[src/rtl/data_mem_lsu_if.sv]
// data_mem_lsu_if: CPU command, byte stream and data memory pins of the load/store unit.
// The master modport is the CPU/memory side; the slave modport is the LSU itself.
interface data_mem_lsu_if #(
    parameter int ADDR_W = 5,
    parameter int DATA_W = 8,
    parameter int LEN_W  = 3
);
    logic              req_valid;
    logic              req_ready;
    logic              req_write;
    logic [ADDR_W-1:0] req_addr;
    logic [LEN_W-1:0]  req_len;
    logic [DATA_W-1:0] wr_data;
    logic              wr_valid;
    logic              wr_ready;
    logic [DATA_W-1:0] rd_data;
    logic              rd_valid;
    logic              rd_ready;
    logic [ADDR_W-1:0] mem_addr;
    logic [DATA_W-1:0] mem_wdata;
    logic              mem_en;
    logic [DATA_W-1:0] mem_rdata;
    logic              busy;
    logic              done;
    logic              err;

    modport master (
        output req_valid, req_write, req_addr, req_len, wr_data, wr_valid, rd_ready, mem_rdata,
        input  req_ready, wr_ready, rd_data, rd_valid, mem_addr, mem_wdata, mem_en, busy, done, err
    );
    modport slave (
        input  req_valid, req_write, req_addr, req_len, wr_data, wr_valid, rd_ready, mem_rdata,
        output req_ready, wr_ready, rd_data, rd_valid, mem_addr, mem_wdata, mem_en, busy, done, err
    );
endinterface

[src/rtl/data_mem_lsu.sv]
// data_mem_lsu: burst load/store initiator for a 32x8 sync-write/async-read data memory.
// Define DATA_MEM_LSU_WRAP_ERR_EN to reject bursts that would wrap past the top address.
module data_mem_lsu #(
    parameter int ADDR_W = 5,
    parameter int DATA_W = 8,
    parameter int LEN_W  = 3
) (
    input  logic          i_clk,
    input  logic          i_rst,
    data_mem_lsu_if.slave bus
);
    typedef enum logic [1:0] {IDLE, WRITE, READ, DONE} state_t;

    state_t            r_state;
    state_t            w_next;
    logic [ADDR_W-1:0] r_addr;
    logic [LEN_W-1:0]  r_count;
    logic [DATA_W-1:0] r_rd_data;
    logic              r_rd_valid;
    logic              r_err;
    logic              w_accept;
    logic              w_reject;
    logic              w_wr_hs;
    logic              w_rd_hs;
    logic              w_last;

    assign bus.req_ready = !i_rst && r_state == IDLE;
    assign bus.wr_ready  = !i_rst && r_state == WRITE;
    assign bus.mem_en    = bus.wr_ready && bus.wr_valid;
    assign bus.mem_wdata = bus.wr_data;
    assign bus.rd_data   = r_rd_data;
    assign bus.rd_valid  = r_rd_valid;
    assign bus.busy      = r_state != IDLE;
    assign bus.done      = r_state == DONE;
    assign bus.err       = r_err;

    assign w_accept = bus.req_valid && bus.req_ready;
    assign w_wr_hs  = bus.mem_en;
    assign w_rd_hs  = r_state == READ && r_rd_valid && bus.rd_ready;
    assign w_last   = r_count == '0;

`ifdef DATA_MEM_LSU_WRAP_ERR_EN
    logic [ADDR_W:0] w_end;
    assign w_end    = {1'b0, bus.req_addr} + (ADDR_W+1)'(bus.req_len);
    assign w_reject = w_end[ADDR_W];
`else
    assign w_reject = 1'b0;
`endif

    // A read handshake looks ahead one address so the next byte lands on the same edge
    assign bus.mem_addr = w_rd_hs ? r_addr + ADDR_W'(1) : r_addr;

    always_comb begin
        w_next = r_state;
        case (r_state)
            IDLE:    w_next = (w_accept && !w_reject) ? (bus.req_write ? WRITE : READ) : IDLE;
            WRITE:   w_next = (w_wr_hs && w_last) ? DONE : WRITE;
            READ:    w_next = (w_rd_hs && w_last) ? DONE : READ;
            default: w_next = IDLE;
        endcase
    end

    always_ff @(posedge i_clk) begin
        if (i_rst) begin
            r_state    <= IDLE;
            r_addr     <= '0;
            r_count    <= '0;
            r_rd_data  <= '0;
            r_rd_valid <= 1'b0;
            r_err      <= 1'b0;
        end else begin
            r_state <= w_next;
            r_err   <= w_accept && w_reject;
            if (w_accept) begin
                r_addr  <= bus.req_addr;
                r_count <= bus.req_len;
            end
            if (w_wr_hs && !w_last) begin
                r_addr  <= r_addr + ADDR_W'(1);
                r_count <= r_count - LEN_W'(1);
            end
            if (r_state == READ && !r_rd_valid) begin
                r_rd_data  <= bus.mem_rdata;
                r_rd_valid <= 1'b1;
            end else if (w_rd_hs && w_last) begin
                r_rd_valid <= 1'b0;
            end else if (w_rd_hs) begin
                r_addr    <= r_addr + ADDR_W'(1);
                r_count   <= r_count - LEN_W'(1);
                r_rd_data <= bus.mem_rdata;
            end
        end
    end
endmodule

[src/flat_wrapper.sv]
// flat-port wrapper written by rule: the top's interface ports become plain ports
module data_mem_lsu_flat 
#(
    parameter int ADDR_W = 5,
    parameter int DATA_W = 8,
    parameter int LEN_W  = 3
)
  (i_clk, i_rst, bus_req_valid, bus_req_write, bus_req_addr, bus_req_len, bus_wr_data, bus_wr_valid, bus_rd_ready, bus_mem_rdata, bus_req_ready, bus_wr_ready, bus_rd_data, bus_rd_valid, bus_mem_addr, bus_mem_wdata, bus_mem_en, bus_busy, bus_done, bus_err);
  data_mem_lsu_if #(.ADDR_W(ADDR_W), .DATA_W(DATA_W), .LEN_W(LEN_W)) bus_i ();
  input  logic i_clk;
  input  logic i_rst;
  input wire logic [$bits(bus_i.req_valid)-1:0] bus_req_valid;
  input wire logic [$bits(bus_i.req_write)-1:0] bus_req_write;
  input wire logic [$bits(bus_i.req_addr)-1:0] bus_req_addr;
  input wire logic [$bits(bus_i.req_len)-1:0] bus_req_len;
  input wire logic [$bits(bus_i.wr_data)-1:0] bus_wr_data;
  input wire logic [$bits(bus_i.wr_valid)-1:0] bus_wr_valid;
  input wire logic [$bits(bus_i.rd_ready)-1:0] bus_rd_ready;
  input wire logic [$bits(bus_i.mem_rdata)-1:0] bus_mem_rdata;
  output wire logic [$bits(bus_i.req_ready)-1:0] bus_req_ready;
  output wire logic [$bits(bus_i.wr_ready)-1:0] bus_wr_ready;
  output wire logic [$bits(bus_i.rd_data)-1:0] bus_rd_data;
  output wire logic [$bits(bus_i.rd_valid)-1:0] bus_rd_valid;
  output wire logic [$bits(bus_i.mem_addr)-1:0] bus_mem_addr;
  output wire logic [$bits(bus_i.mem_wdata)-1:0] bus_mem_wdata;
  output wire logic [$bits(bus_i.mem_en)-1:0] bus_mem_en;
  output wire logic [$bits(bus_i.busy)-1:0] bus_busy;
  output wire logic [$bits(bus_i.done)-1:0] bus_done;
  output wire logic [$bits(bus_i.err)-1:0] bus_err;
  assign bus_i.req_valid = bus_req_valid;
  assign bus_i.req_write = bus_req_write;
  assign bus_i.req_addr = bus_req_addr;
  assign bus_i.req_len = bus_req_len;
  assign bus_i.wr_data = bus_wr_data;
  assign bus_i.wr_valid = bus_wr_valid;
  assign bus_i.rd_ready = bus_rd_ready;
  assign bus_i.mem_rdata = bus_mem_rdata;
  assign bus_req_ready = bus_i.req_ready;
  assign bus_wr_ready = bus_i.wr_ready;
  assign bus_rd_data = bus_i.rd_data;
  assign bus_rd_valid = bus_i.rd_valid;
  assign bus_mem_addr = bus_i.mem_addr;
  assign bus_mem_wdata = bus_i.mem_wdata;
  assign bus_mem_en = bus_i.mem_en;
  assign bus_busy = bus_i.busy;
  assign bus_done = bus_i.done;
  assign bus_err = bus_i.err;
  data_mem_lsu #(.ADDR_W(ADDR_W), .DATA_W(DATA_W), .LEN_W(LEN_W)) u_core (.i_clk(i_clk), .i_rst(i_rst), .bus(bus_i));
endmodule
[config.mk]
export PLATFORM = sky130hd
export DESIGN_NAME = data_mem_lsu_flat
export DESIGN_NICKNAME = d
export VERILOG_FILES = /design/src/rtl/data_mem_lsu_if.sv /design/src/rtl/data_mem_lsu.sv /design/src/flat_wrapper.sv
export SDC_FILE = /design/constraint.sdc
export NUM_CORES = 1
export LEC_CHECK = 0
export CAP_MARGIN = 20
export CORE_ASPECT_RATIO = 1.2
export CORE_MARGIN = 4
export CORE_UTILIZATION = 43
export CTS_CLUSTER_SIZE = 8
export DETAILED_ROUTE_END_ITERATION = 8
export GPL_TIMING_DRIVEN = 1
export PLACE_DENSITY = 0.85
export SYNTH_ARGS = -nofsm -noshare
export SYNTH_HDL_FRONTEND = slang
export SYNTH_SLANG_ARGS = --single-unit
[constraint.sdc]
create_clock -name i_clk -period 3.56 [get_ports i_clk]
set_clock_uncertainty 0.1 [all_clocks]
set_input_delay 0.356 -clock i_clk [delete_from_list [all_inputs] [get_ports i_clk]]
set_output_delay 0.356 -clock i_clk [all_outputs]
set_load 0.05 [all_outputs]
==> summary.md <==
| Metric | Value |
|---|---|
| DRT antenna net count | 0 |
| Fillers | 243 |
| Antenna diodes | 0 |
| Setup TNS | 0 ns |
| Io pins | 58 |
| Via count of the first global-routing pass | 1044 |
| Drt drc | 0 |
| Row count | 20 |
| Register area | 380 um2 |
| RD Place Congestion | 0.747 |
| CTS Sinks | 19 |
| Routed len/inst | 13.2 um |
| Clock insertion delay at the later pin of the skew report | 0.29 ns |
| Most frequent cells in the layout | clkdlybuf4s50_1, dfxtp_1, nor2_1, a21oi_1, nand3_1 |
| GRT Total Usage | 0.160 |
| Total wire length | 2.57 mm |
| Global-route wire length before repair | 4.60 mm |
| Top_reg_cell synth | dfxtp_1 |
| Total number of vias | 1011 |
| CTS Buf Count | 3 |
| Max Cap Viol | 0 |
| Final hold vios | 0 |
| Width of the die | 55.2 um |
| Post-Syn Area per Cell | 8.65 um2 |
| Grt total ovfl | 0 |
| 1st-pass router iterations | 4 |
| Worst EP required | 3.10 ns |
| Hold Path Class | reg -> reg |
| Chip height | 64.7 um |
| Synth unique cells | 36 |
| Initial antenna violation count | 0 |
| Final core utilization | 0.593 |
| Outcome | completed |
| Static leakage | 0.549 nW |
| Synth async-reset ratio | 0 |
| Syn nets | 166 |
| Overall power | 528 uW |
| Input/output buffers | 40 |
| Clock-pin slew on the worst setup and hold paths | 0.11 ns |
| Slew HR | 0.501 |
| Final HPWL DP | 2.00 mm |
| Hold_ws | 0.394 ns |
| Most common cell after layout, fill and taps aside | clkdlybuf4s50_1 |
| Power per standard cell area | 349 nW/um2 |
| Mapped cell area | 1150 um2 |
| Share of cells above drive strength 1 | 0.0802 |
| VDD IR max | 0.000274 V |
| Detailed Route Iter0 Violations | 19 |
| Initial Util | 0.451 |
| Post-route cell area | 1510 um2 |
| Peak Freq | 360 MHz |
| Post-CTS Resized | 0 |
| Unrepaired setup endpoints after global routing | no |
| Core area | 2550 um2 |
| Area of the multi-input gates | 642 um2 |
| Tmin final | 2.78 ns |
| CTS tree | built |
| FF+latch count, synth | 19 |
| CTS Root Buffer Type | clkbuf_4 |
| CP Class | reg -> out |
| Number of synthesized flops with an enable pin | 0 |
| Least-Margin Pin Slew | 0.745 ns |
| Final nets | 196 |
| Critical Path Source Type | flop |
| Final setup violation count | 0 |
| Sequential element share of the synthesized area | 0.330 |
| YS warnings | 0 |
| Crit Path Max Fanout | 12 |
| Post-CTS Hold Fix Bufs | 0 |
| CTS H-Tree Depth | 1 |
| Area grow syn2layout | 31.4% |
| Die ar. | 3570 um2 |
| Critical Path AT | 2.32 ns |
| # Post-CTS Setup Buffers | 0 |
| Synth Instances | 133 |
| Via-per-instance ratio | 5.18 |
| Clk buf depth | 2 |
| Period utilization | 0.780 |
| Placed Instance Area | 1490 um2 |
| Largest net degree at the start of global routing | 24 |
| Max Slew Vio Count | 0 |
| CP endpoint kind | output port |
[stage by stage]
step,cells,setup WS (ns)
final,195,0.783
after global routing,195,0.566
after CTS,195,0.747
after detailed placement,191,0.810
after global placement,191,0.855
after floorplan,133,1.18
[sequential cells by signal (all words and copies together) (netlist names)]
signal and count:
u_core.r_count 3, u_core.r_state 2, u_core.r_addr 5, u_core.bus.rd_data 8, u_core.bus.rd_valid 1
[cells by family after synthesis]
| group | share of synthesized area |
|---|---|
| compound gates | 0.178 |
| other cells | 0.00326 |
| simple gates | 0.212 |
| flops | 0.330 |
| buf+inv | 0.112 |
| mux | 0.0707 |
| xor+xnor | 0.0609 |
| fa+ha+maj | 0.0326 |
[final timing paths]
check | from | endpoint | slack (ns) | cells after the start
worst max-delay path | u_core.r_state[1] | bus_mem_addr[3] | 0.78 | 4
worst min-delay path | u_core.bus.rd_data[4] | u_core.bus.rd_data[4] | 0.39 | 2
worst max register to register | u_core.r_state[0] | u_core.r_count[1] | 1.71 | 4
worst min register to register | u_core.bus.rd_data[4] | u_core.bus.rd_data[4] | 0.39 | 2
[Yosys cell counts (2+ instances only)]
master    count  share of area
xor2_1        4          0.030
xnor2_1       4          0.030
nand2_1       4          0.013
a21oi_1      11          0.048
buf_4        10          0.065
o21ai_0       8          0.035
nand4b_1      2          0.015
mux2i_1       7          0.061
clkbuf_1      3         0.0098
ha_1          3          0.033
a211oi_1      3          0.020
nor2b_1       3          0.016
nand2b_1      2          0.011
inv_1         3         0.0098
nor2_1       14          0.046
buf_6         2          0.020
a211oi_2      3          0.033
dfxtp_1      19           0.33
o21ai_1       2         0.0087
nand3_1      10          0.043
[critical path, cell delays in order, from the launching register on]
cell and delay (ns):
dfxtp_1 0.56, nand4b_1 0.30, nor2_1 0.20, xor2_1 0.15, clkdlybuf4s50_1 0.81
[where the power goes]
part           switching (mW)  total, mW  internal (mW)
registers              0.0161      0.243          0.227
clock network          0.0640      0.108         0.0436
logic                   0.102      0.177         0.0751
[layout make-up]
type                    instances  area share
repair buffers                 41       0.270
inverters                       4     0.00993
multi-input cells              94       0.424
well taps                      33      0.0273
clock buffers                   4      0.0174
flip-flops and latches         19       0.251
[per-layer routing]
layer,routed length [um],global-route usage
met1,1100,0.178
met2,1210,0.274
met3,225,0.0558
met4,34,0.0669
met5,0,0
Power figures use the tool's default switching activity.
